`src/rtl/wide_add_pkg.sv`:
```
// -----------------------------------------------------------------------------
// wide_add_pkg
// Shared definitions for the multi-precision add/subtract sequencer.
//   WORD_W       : width of one adder slice (16 bits)
//   word_t       : one slice of an operand or result
//   wadd_state_t : sequencer states (IDLE, RUN, DONE)
// -----------------------------------------------------------------------------
package wide_add_pkg;

  localparam int WORD_W = 16;

  typedef logic [WORD_W-1:0] word_t;

  typedef enum logic [1:0] {
    IDLE = 2'd0,
    RUN  = 2'd1,
    DONE = 2'd2
  } wadd_state_t;

endpackage : wide_add_pkg

```
`src/rtl/prefixadder16bit.sv`:
```
// -----------------------------------------------------------------------------
// prefixadder16bit
// Combinational 16-bit Kogge-Stone parallel-prefix adder.
// Ports:
//   a, b  in  16  addends
//   cin   in  1   carry-in
//   s     out 16  sum
//   cout  out 1   carry out of bit 15
// -----------------------------------------------------------------------------
module prefixadder16bit
  import wide_add_pkg::*;
(
  input  logic [15:0] a,
  input  logic [15:0] b,
  input  logic        cin,
  output logic [15:0] s,
  output logic        cout
);

  // Group generate/propagate after each of the four prefix levels.
  logic [15:0] g_s [0:4];
  logic [15:0] p_s [0:4];
  logic [15:0] c_s;

  assign g_s[0] = a & b;
  assign p_s[0] = a ^ b;

  // Each level doubles the span: bit i merges with bit i-D. Bits below D have
  // no partner, so their propagate is kept by OR-ing in a low mask.
  for (genvar lvl = 0; lvl < 4; lvl++) begin : g_level
    localparam int D = 1 << lvl;
    assign g_s[lvl+1] = g_s[lvl] | (p_s[lvl] & (g_s[lvl] << D));
    assign p_s[lvl+1] = p_s[lvl] & ((p_s[lvl] << D) | 16'((1 << D) - 1));
  end

  // Carry into bit i is the group [i-1:0] term combined with cin.
  assign c_s  = {g_s[4][14:0] | (p_s[4][14:0] & {15{cin}}), cin};
  assign s    = p_s[0] ^ c_s;
  assign cout = g_s[4][15] | (p_s[4][15] & cin);

endmodule : prefixadder16bit

```
`src/rtl/wide_add_sequencer.sv`:
```
// -----------------------------------------------------------------------------
// wide_add_sequencer
// Multi-precision add/subtract built around one 16-bit prefix adder. An
// accepted request is processed one slice per cycle, least significant first,
// with the carry held in a register between cycles.
// Ports:
//   clk        in   1          clock, posedge
//   reset      in   1          synchronous active-high reset
//   in_valid   in   1          operand request
//   in_ready   out  1          request can be accepted (IDLE only)
//   a, b       in   16*WORDS   operands, sampled on accept
//   cin        in   1          carry-in, sampled on accept
//   sub        in   1          1 = A - B, sampled on accept
//   out_valid  out  1          result available
//   out_ready  in   1          consumer takes the result
//   sum        out  16*WORDS   result
//   cout       out  1          carry out of MSB (subtract: 1 = no borrow)
//   ovf        out  1          signed overflow
// -----------------------------------------------------------------------------
module wide_add_sequencer
  import wide_add_pkg::*;
#(
  parameter int WORDS = 4
) (
  input  logic                  clk,
  input  logic                  reset,
  input  logic                  in_valid,
  output logic                  in_ready,
  input  logic [WORD_W*WORDS-1:0] a,
  input  logic [WORD_W*WORDS-1:0] b,
  input  logic                  cin,
  input  logic                  sub,
  output logic                  out_valid,
  input  logic                  out_ready,
  output logic [WORD_W*WORDS-1:0] sum,
  output logic                  cout,
  output logic                  ovf
);

  localparam int OP_W  = WORD_W * WORDS;
  localparam int IDX_W = $clog2(WORDS);
  localparam logic [IDX_W-1:0] LAST_IDX = IDX_W'(WORDS - 1);

  wadd_state_t      state_r;
  logic [IDX_W-1:0] idx_r;
  logic             carry_r;
  logic [OP_W-1:0]  a_r;
  logic [OP_W-1:0]  b_r;
  logic [OP_W-1:0]  sum_r;
  logic             cout_r;
  logic             ovf_r;
  logic             in_ready_r;
  logic             out_valid_r;

  logic [31:0]      base_s;
  word_t            a_slice_s;
  word_t            b_slice_s;
  word_t            adder_s_s;
  logic             adder_cout_s;
  logic             last_s;
  logic             ovf_s;

  // Select the current slice of the internal operand copies.
  always_comb begin
    base_s    = 32'(idx_r) * 32'(WORD_W);
    a_slice_s = a_r[base_s +: WORD_W];
    b_slice_s = b_r[base_s +: WORD_W];
    last_s    = (idx_r == LAST_IDX);
    // Only meaningful on the last slice, where bit 15 is the operand MSB.
    ovf_s     = (a_slice_s[WORD_W-1] == b_slice_s[WORD_W-1]) &&
                (adder_s_s[WORD_W-1] != a_slice_s[WORD_W-1]);
  end

  prefixadder16bit u_slice_adder (
    .a    (a_slice_s),
    .b    (b_slice_s),
    .cin  (carry_r),
    .s    (adder_s_s),
    .cout (adder_cout_s)
  );

  // Sequencer FSM, operand capture and result registers.
  always_ff @(posedge clk) begin
    if (reset) begin
      state_r     <= IDLE;
      idx_r       <= '0;
      carry_r     <= 1'b0;
      a_r         <= '0;
      b_r         <= '0;
      sum_r       <= '0;
      cout_r      <= 1'b0;
      ovf_r       <= 1'b0;
      in_ready_r  <= 1'b1;
      out_valid_r <= 1'b0;
    end else begin
      case (state_r)
        IDLE: begin
          if (in_valid) begin
            a_r        <= a;
            // Subtraction is A + ~B + 1; the +1 comes in through the carry.
            b_r        <= sub ? ~b : b;
            carry_r    <= cin ^ sub;
            idx_r      <= '0;
            in_ready_r <= 1'b0;
            state_r    <= RUN;
          end else begin
            state_r    <= IDLE;
          end
        end
        RUN: begin
          sum_r[base_s +: WORD_W] <= adder_s_s;
          carry_r                 <= adder_cout_s;
          if (last_s) begin
            cout_r      <= adder_cout_s;
            ovf_r       <= ovf_s;
            // Park idx at zero so it never steps past the last slice.
            idx_r       <= '0;
            out_valid_r <= 1'b1;
            state_r     <= DONE;
          end else begin
            idx_r       <= idx_r + IDX_W'(1);
          end
        end
        DONE: begin
          if (out_ready) begin
            out_valid_r <= 1'b0;
            in_ready_r  <= 1'b1;
            state_r     <= IDLE;
          end else begin
            state_r     <= DONE;
          end
        end
        default: begin
          state_r     <= IDLE;
          idx_r       <= '0;
          in_ready_r  <= 1'b1;
          out_valid_r <= 1'b0;
        end
      endcase
    end
  end

  assign in_ready  = in_ready_r;
  assign out_valid = out_valid_r;
  assign sum       = sum_r;
  assign cout      = cout_r;
  assign ovf       = ovf_r;

endmodule : wide_add_sequencer

```
`config.mk`:
```
export PLATFORM = sky130hd
export DESIGN_NAME = wide_add_sequencer
export DESIGN_NICKNAME = d
export VERILOG_FILES = /design/src/rtl/wide_add_pkg.sv /design/src/rtl/prefixadder16bit.sv /design/src/rtl/wide_add_sequencer.sv
export SDC_FILE = /design/constraint.sdc
export NUM_CORES = 1
export LEC_CHECK = 0
export ABC_AREA = 1
export CORE_ASPECT_RATIO = 1.25
export CORE_MARGIN = 10
export CORE_UTILIZATION = 52
export CTS_CLUSTER_DIAMETER = 120
export DETAILED_ROUTE_END_ITERATION = 8
export HOLD_SLACK_MARGIN = 0.1
export MAX_ROUTING_LAYER = met4
export PLACE_DENSITY = 0.81
export RECOVER_POWER = 100
export SLEW_MARGIN = 25
export SYNTH_ARGS = -nofsm -noshare
export SYNTH_HDL_FRONTEND = slang
export SYNTH_SLANG_ARGS = --single-unit
```
`constraint.sdc`:
```
create_clock -name clk -period 3.5 [get_ports clk]
set_input_delay 0.875 -clock clk [delete_from_list [all_inputs] [get_ports clk]]
set_output_delay 0.875 -clock clk [all_outputs]
set_load 0.05 [all_outputs]
```
==> results.toml <==
[logic_synthesis]
postSynthNetCount = 1458
async_flop_share_pct = 0
synth_area_leaders = "dfxtp_1 (42%), nor2_1 (11%), nand2_1 (7.5%)"
synth_warnings = 0
yosys.area.top_type = "dfxtp_1"
netlist_instances = 1301
ys_ff_latch = 201
yosysSeqAreaShare_pct = 41.9
synth_flop_cell = "dfxtp_1"
synth_top_area_share_pct = 41.9
synth-edff-count = 0
syn-mean-instance-area_um2 = 7.39
ys_types = 37
synth_most_common_cell = "nor2_1"
syn-cell-area_um2 = 9610
ys_top_cells_by_count = "nor2_1 (282), dfxtp_1 (201), nand2_1 (191)"

[die]
die_h_um = 172
io_pins = 202
die_w_um = 142
core_um2 = 18200
start_util_pct = 52.9
rows = 55
die_area_um2 = 24400

[clock_network]
cts_hold_buf = 0
cts_made_buffers = 20
cts_tree = "done"
postCtsSetupBuffers = 0
cts_max_level = 1
post_cts_resized = 0
cts_root_buf = "clkbuf_16"
clock_latency_ns = 0.50
clockBufferDepth = 3
path_clk_slew_ns = 0.06
cts.sinks = 201

[routing]
detail-route-antenna-nets = 0
drtIter0Drc = 875
dr.pass1.iters = 7
routedWlPerCell_um = 17.2
via_count = 9267
finalWirelength_um = 29100
drc = 0
vias_per_cell = 5.49

[sta]
rsz0062_at_grt = "no"
finalSetupViolCount = 0
max_freq_mhz = 315
worst_pin_slew_ns = 1.67
fin_tns_setup_ns = 0
slew-limit-headroom_pct = -11.2
period_minus_slack_ns = 3.17
final.setup_skew_ns = 0.0188
hold_violations = 0
slew_violations = 53
period_share_pct = 90.6

[worst_setup_path]
ff2ff_path_depth = 14
worstPathArrival_ns = 3.60
cp-endpoint = "sum[30]"
rr_endpoint = "sum[30]"
worst-setup-path-type = "reg2reg"
critPathLaunch = "idx_r[0]"
worstPathMaxFanout = 30
path_cells = "inv_2 > clkbuf_1 > o21ai_0 > o22ai_1 > ha_1 > nand2_1 > inv_1 > a21oi_1 > nor2_1 > nor2_1 > nand3_1 > nand2_1 > nand4_1 > a21oi_1"
critPathLaunchType = "register"
required_ns = 3.93
critPathSlowestCell = "ha_1"
rr_startpoint = "idx_r[0]"
max_stage_delay_ns = 0.37
endpoint_kind = "register"
r2r_setup_slack_ns = 0.33

[pwr]
ir_worst_vdd_v = 0.000350
p_leak_nw = 5.02
p_per_area_nw_per_um2 = 521

[placed_design]
hpwlAfterDp_um = 21400
placed_area_um2 = 11700
portBuffers = 201
place_congestion = 0.950

[finish]
layout-drive-gt1-share_pct = 4.24
diodes = 0
fillCellCount = 1576
finalNetCount = 1605
syn2layout_area_growth_pct = 27.9
multi_input_area_um2 = 4960
seq_area_um2 = 4030
fin_area_um2 = 12300

[global_route]
grt_max_degree = 133
grt_pass1_wl_um = 45600
grt_pass1_vias = 8927
antenna_found_initial = 0
grt-ovfl-total = 0
grtUsageTotal_pct = 23.4

[run_status]
violations = "max-capacitance violations, max-slew violations"
status = "finished with violations"

[job]
drv_cap = 1

[hold_path]
hp-class = "reg2reg"
-- cells in the final DEF, fill, tap and decap left out, drive strengths merged, types with 2 or more instances in the layout --
cell,synthesis,layout
o21ai,135,135
o22ai,32,32
bufinv,0,2
ha,22,22
nand4,18,18
a22oi,3,3
clkbuf,53,29
nor2,288,288
dlygate4sd3,0,70
nand3,38,38
nor3,4,4
clkdlybuf4s50,0,129
xnor2,66,66
a21oi,75,75
buf,39,15
nand2,197,197
clkinv,0,6
inv,50,50
xor2,7,7
dfxtp,201,201
a211oi,64,64
-- worst max-delay path, delay by kind of cell, from the launching register on --
family | cells | cell delay [ns]
compound gates | 4 | 0.84
simple gates | 6 | 0.78
buf+inv | 3 | 0.77
fa+ha+maj | 1 | 0.37
flops | 1 | 0.34
-- logic make-up after synthesis --
logic type	after synthesis	synth area share [%]
adders and majority gates	23	3.07
AOI/OAI and AO/OA	314	18.8
buffers and inverters	142	6.04
xor gates and xnor gates	73	6.89
and+or+nand+nor	548	23.3
DFF	201	41.9
-- layer usage --
metal / track usage, % / up-vias / wire [um]
met2: 38.6 / 454 / 13800
li1: - / 4623 / -
met4: 8.90 / 0 / 1080
met5: - / - / 0
met1: 28.6 / 4116 / 12100
met3: 3.13 / 74 / 2130
-- power breakdown --
| part | internal, W | leakage (nW) | switching (W) |
|---|---|---|---|
| registers | 0.00248 | 1.65 | 0.000117 |
| logic | 0.000592 | 3.04 | 0.00104 |
| clock network | 0.00128 | 0.329 | 0.000896 |
-- state kept, by name, summed over array words and instances, names as in the netlist --
signal,flops
idx_r,2
cout,1
out_valid,1
ovf,1
in_ready,1
b_r,64
carry_r,1
a_r,64
sum,64
state_r,2
-- layout make-up --
| type | instances | area share (%) |
|---|---|---|
| Multi-Input combinational cell | 958 | 40.3 |
| Sequential cell | 201 | 32.7 |
| Clock buffer | 26 | 4.59 |
| Clock inverter | 9 | 0.794 |
| Timing Repair Buffer | 217 | 17.7 |
| Tap cell | 228 | 2.32 |
| Inverter | 50 | 1.53 |
-- worst min path at each step --
stage | cells after the start | to | start | slack (ns)
detailed placement | 2 | sum[44] | sum[44] | 0.45
finish | 2 | sum[11] | sum[11] | 0.46
global route | 2 | sum[45] | sum[45] | 0.48
floorplan | 2 | a_r[32] | a_r[32] | 0.45
global placement | 2 | sum[3] | sum[3] | 0.45
CTS | 2 | sum[44] | sum[44] | 0.46
-- metrics by stage --
stage	setup WS [ns]	utilization [%]	cells	power, W	hold slack (ns)
floorplan	0.902	-	1301	0.00370	0.449
global placement	0.606	64.4	1654	0.00425	0.452
detailed placement	0.608	64.4	1654	0.00428	0.455
CTS	0.530	68.0	1689	0.00644	0.464
global route	0.141	67.7	1689	0.00671	0.477
finish	0.328	67.7	1689	0.00641	0.460
Power figures use the tool's default switching activity.
